`src/rtl/rf_wb_arbiter.sv`:
```
// Write-back arbiter for a two-requester register file, with a pending-write
// scoreboard used for source-operand hazard detection.
module rf_wb_arbiter #(
   parameter int DATA_W = 16,
   parameter int ADDR_W = 3
) (
   input  logic                     clock,
   input  logic                     resetn,
   input  logic                     req0_valid,
   output logic                     req0_ready,
   input  logic [ADDR_W-1:0]        req0_reg,
   input  logic [DATA_W-1:0]        req0_data,
   input  logic                     req1_valid,
   output logic                     req1_ready,
   input  logic [ADDR_W-1:0]        req1_reg,
   input  logic [DATA_W-1:0]        req1_data,
   input  logic                     rsv_valid,
   input  logic [ADDR_W-1:0]        rsv_reg,
   input  logic [ADDR_W-1:0]        rs1_addr,
   input  logic [ADDR_W-1:0]        rs2_addr,
   output logic                     hazard1,
   output logic                     hazard2,
   output logic                     RegWrite,
   output logic [ADDR_W-1:0]        WriteReg,
   output logic [DATA_W-1:0]        WriteData,
   output logic [(2**ADDR_W)-1:0]   pending,
   output logic                     err_unreserved
);

   localparam int NREG = 2**ADDR_W;

   logic                 r_prio;
   logic                 r_regwrite;
   logic [ADDR_W-1:0]    r_wreg;
   logic [DATA_W-1:0]    r_wdata;
   logic [NREG-1:0]      r_pending;
   logic                 r_err;

   logic                 w_grant0;
   logic                 w_grant1;
   logic                 w_accept;
   logic [ADDR_W-1:0]    w_sel_reg;
   logic [DATA_W-1:0]    w_sel_data;
   logic [NREG-1:0]      w_pend_next;
   logic                 w_rsv_same;
   logic                 w_unreserved;

   // Handshake: a requester's write is taken on a posedge where its valid and
   // ready are both high; ready is never high without valid, and only one
   // requester sees ready in any cycle (prio breaks the tie, 0 -> req0).
   assign w_grant0   = req0_valid & (~req1_valid | ~r_prio);
   assign w_grant1   = req1_valid & (~req0_valid |  r_prio);
   assign w_accept   = w_grant0 | w_grant1;
   assign req0_ready = w_grant0;
   assign req1_ready = w_grant1;

   assign w_sel_reg  = w_grant1 ? req1_reg  : req0_reg;
   assign w_sel_data = w_grant1 ? req1_data : req0_data;

   assign w_rsv_same   = rsv_valid & (rsv_reg == w_sel_reg);
   assign w_unreserved = w_accept & ~r_pending[w_sel_reg] & ~w_rsv_same;

   // Clear first, then set, so a same-edge reservation wins over the write.
   always_comb begin
      w_pend_next = r_pending;
      if (w_accept) begin
         w_pend_next[w_sel_reg] = 1'b0;
      end
      if (rsv_valid) begin
         w_pend_next[rsv_reg] = 1'b1;
      end
   end

   always_ff @(posedge clock or negedge resetn) begin
      if (!resetn) begin
         r_prio     <= 1'b0;
         r_regwrite <= 1'b0;
         r_wreg     <= '0;
         r_wdata    <= '0;
         r_pending  <= '0;
         r_err      <= 1'b0;
      end else begin
         r_regwrite <= w_accept;
         if (w_accept) begin
            r_wreg  <= w_sel_reg;
            r_wdata <= w_sel_data;
         end
         if (w_grant0) begin
            r_prio <= 1'b1;
         end else if (w_grant1) begin
            r_prio <= 1'b0;
         end
         r_pending <= w_pend_next;
         if (w_unreserved) begin
            r_err <= 1'b1;
         end
      end
   end

   assign hazard1        = r_pending[rs1_addr];
   assign hazard2        = r_pending[rs2_addr];
   assign RegWrite       = r_regwrite;
   assign WriteReg       = r_wreg;
   assign WriteData      = r_wdata;
   assign pending        = r_pending;
   assign err_unreserved = r_err;

endmodule

```
`config.mk`:
```
export PLATFORM = sky130hd
export DESIGN_NAME = rf_wb_arbiter
export DESIGN_NICKNAME = d
export VERILOG_FILES = /design/src/rtl/rf_wb_arbiter.sv
export SDC_FILE = /design/constraint.sdc
export NUM_CORES = 1
export LEC_CHECK = 0
export CAP_MARGIN = 30
export CORE_MARGIN = 2
export CORE_UTILIZATION = 60
export CTS_CLUSTER_SIZE = 40
export DETAILED_ROUTE_END_ITERATION = 12
export DONT_BUFFER_PORTS = 1
export PLACE_DENSITY_LB_ADDON = 0.08
export SETUP_SLACK_MARGIN = 0.5
export SYNTH_ARGS = -nofsm -noshare
export SYNTH_HDL_FRONTEND = slang
export SYNTH_SLANG_ARGS = --single-unit
```
`constraint.sdc`:
```
create_clock -name clock -period 5.31 [get_ports clock]
set_input_delay 1.593 -clock clock [delete_from_list [all_inputs] [get_ports clock]]
set_output_delay 1.593 -clock clock [all_outputs]
set_load 0.005 [all_outputs]
```
**Word-level counts from Yosys, hierarchy flattened**

Index checks and enable logic that the tools add are counted.

- Flip-flop bits (word level): 30
- Output and inout port bits: 33
- Logic and storage cells: 48

- Order comparisons: 6
- Equality and inequality tests: 1
- Multiplexer cells: 16
- Bitwise logic cells: 16
- Reductions and logical operators: 3

Operator list:

| cell | count |
|---|---|
| $lt 3x4->1 const B | 4 |
| $mux 16 | 1 |
| $mux 8 | 2 |
| $bmux 1 s3 | 3 |
| $and 8x8->8 | 1 |
| $not 8->8 | 1 |
| $or 8x8->8 | 1 |
| $mux 1 | 7 |
| $demux 1 s3 | 2 |
| $ge 3x1->1 const B | 2 |
| $and 1x1->1 | 5 |
| $not 1->1 | 5 |
| $eq 3x3->1 | 1 |
| $mux 3 | 1 |
| $or 1x1->1 | 3 |
| $logic_and 1x1->1 | 2 |
| $reduce_bool 2->1 | 1 |

**Longest topological paths before layout**

- Depth in word-level cells: 13
- Mapped depth: 8
- Mapped depth without buffers: 6

**Worst setup path before layout**

No wires, ideal clock.

- Kind: input -> output
- Start point: input req0_valid
- End point: output req0_ready
- Arrival: 2463 ps
- Required time: 3717 ps
- Path slack: 1254 ps
- Stages: 6
- Cell sequence: inv_2 -> o21ai_4 -> inv_4 -> buf_6 -> nor2_8 -> buf_12

- Longest elaborated chain between the ends: 1

Ends and longest elaborated chain:

| element | line | source |
|---|---|---|
| start, declared | 9 | `input logic req0_valid,` |
| $and 1x1->1 | 51 | `assign w_grant0 = req0_valid & (~req1_valid \| ~r_prio);` |
| end, declared | 10 | `output logic req0_ready,` |

Every way passes these cells.

**Worst setup path in the final report**

Same ends and word-level chain as after synthesis.

==> impl_metrics.toml <==
[run_status]
status = "finished, violations left"
violations = "design-rule violations"

[floorplanning]
dieHeight_um = 58.6
core_area_um2 = 2810
die_area_um2 = 3430
core.rowCount = 19
initial_core_util_pct = 63.8
dieWidth_um = 58.6
io_pins = 85

[detailed_routing]
vias = 1357
dr.pass1.iters = 9
avgRoutedWirePerCell_um = 20.0
routed_via_density = 6.65
drc_errors = 9
wl_mm = 4.08
ant_nets = 0
drt-initial-drc-count = 55

[cells_and_area]
seqCellArea_um2 = 751
stdcell_area_um2 = 1830
layout.nets = 224
syn2layout_area_growth_pct = 2.52
final_common_cell = "dfrtp_1"
multi_input_area_um2 = 960
final_layout_size_suffix_gt1_share_pct = 14.5
final_cell_mix = "dfrtp_1, mux2i_1, nand2_1"
antenna_cells = 0
n_fill_cell = 232

[setup_path]
r2r_start = "r_prio"
cp-end-kind = "output port"
worst-endpoint-required_ns = 3.72
worstPathMaxFanout = 40
crit_type = "in -> out"
startpoint_type = "input pin"
reg2reg_slack_ns = 3.33
rr_endpoint = "pending[2]"
reg2reg_depth = 5
crit_start = "req0_valid"
critPathCapture = "req0_ready"
arrival_ns = 2.57

[sta]
finalSetupTns_ns = 0
worst_pin_slew_ns = 0.477
rsz0062_at_grt = "false"
slew_violations = 0
slew_headroom_pct = 67.3
fmax_mhz = 240
final.min_clock_period_ns = 4.16
min_period_over_period_pct = 78.4
fin_worst_skew_ns = 0.00704
setup_viol = 0
final-hold-violation-count = 0

[global_routing]
grt_overflow = 0
grt_max_degree = 41
first_global_vias = 1303
grt_util_all_layers_pct = 25.5
grt_pass1_wl_mm = 6.33
antenna_found_initial = 0

[power]
seqPwrFrac_pct = 53.6
max-vdd-ir-drop_mv = 0.231
p_comb_share_pct = 21.5
p_int_uw = 394
clockPowerShare_pct = 24.9
power_density_nw_per_um2 = 318
cellLeakagePower_uw = 0.000783
swShare_pct = 32.4
power.switching_uw = 189

[yosys]
syn_area_per_cell_um2 = 10.3
ys_seq_area_share_pct = 42.0
yosysTopAreaCellShare_pct = 42.0
ys.flop_type = "dfrtp_1"
netlist_area_um2 = 1790
ys_seq_elements = 30
synth_top_area_cell = "dfrtp_1"
yosysWarnings = 0
synthTopCellsByArea = "dfrtp_1, mux2i_1, mux4_2, nand2_1, o21ai_0"
yosys.cell_types.count = 33
syn-num-nets = 226
synthCells = 174
async_flop_share_pct = 100
synth_edf_count = 0

[clock_tree]
cts_root_buf = "clkbuf_4"
cts_buffer_depth = 2
htree_levels = 2
post_cts_resized = 0
numCtsBuffers = 5
clock_latency_ns = 0.34
cts_hold_buf = 0
clk_pin_slew_ns = 0.10
cts_tree = "built"
clock_sinks = 30
post_cts_buffers = 0

[job]
drv_cap = 0

[min_path]
hp-start = "err_unreserved"
hp-class = "reg -> reg"

[placement]
place_congestion = 0.926
hpwl_mm = 3.02
placedInstanceArea_um2 = 1770
portBuffers = 0
kinds of logic (layout without fill, tap and decap cells):
group	Yosys count	count (layout)	share of synthesized area, %
buffers and inverters	14	13	4.41
AOI/OAI and AO/OA	45	45	16.2
xor gates and xnor gates	6	6	2.94
muxes	33	33	22.0
and+or+nand+nor	46	46	12.5
DFF	30	30	42.0
how the worst min path moves through the flow:
stage	cells after the start	slack (ns)	endpoint
2_1_floorplan	2	0.46	err_unreserved
3_3_place_gp	2	0.48	err_unreserved
3_5_place_dp	2	0.49	err_unreserved
4_1_cts	2	0.51	err_unreserved
5_1_grt	2	0.54	err_unreserved
6_report	2	0.50	err_unreserved
final cells by class:
type                       count  area share, %
clock buffer                   7           3.00
clock inverter                 1          0.273
sequential                    30           40.9
inverter                       4          0.955
tap                           31           2.11
timing repair buffer           1          0.409
multi-input combinational    130           52.3
power by group through the flow:
stage / combinational (uW) / clock [uW] / sequential, uW
after floorplan: 116 / 0 / 300
after global placement: 121 / 0 / 317
after detailed placement: 125 / 0 / 318
after CTS: 126 / 152 / 313
after global routing: 140 / 165 / 318
final: 125 / 145 / 313
registers in the layout (all words and copies together), names as in the netlist:
| name | flops |
|---|---|
| pending | 8 |
| WriteReg | 3 |
| err_unreserved | 1 |
| WriteData | 16 |
| r_prio | 1 |
| RegWrite | 1 |
cell usage after synthesis (4+ instances only):
cell      instances
nor2_1           11
nand2_1          20
mux2_2            6
xor2_1            6
nor2b_1           5
mux4_2            4
clkbuf_1          7
o21ai_0          14
mux2i_1          22
dfrtp_1          30
o31ai_1           8
o21ai_1           9
a21oi_1           4
stage by stage:
stage / worst slack [ns] / total power (uW) / util [%] / cells / hold slack [ns]
after global placement: 1.17 / 438 / 63.2 / 196 / 0.484
after floorplan: 1.25 / 416 / - / 174 / 0.456
after CTS: 1.14 / 590 / 65.4 / 204 / 0.511
after global routing: 1.04 / 623 / 65.4 / 204 / 0.539
after detailed placement: 1.14 / 443 / 63.2 / 196 / 0.486
final: 1.15 / 583 / 65.4 / 204 / 0.502
layer usage:
metal | global-route usage (%) | part of all wire (%) | up-vias
met1 | 28.7 | 37 | 648
met5 | 0 | 0 | -
met3 | 9.23 | 9.7 | 7
li1 | - | - | 628
met4 | 13.6 | 1.8 | 0
met2 | 42.4 | 52 | 74
critical path: stages:
cell	delay, ns
inv_2	0.02
o21ai_4	0.32
inv_4	0.24
nor2_8	0.38
Power figures use the tool's default switching activity.
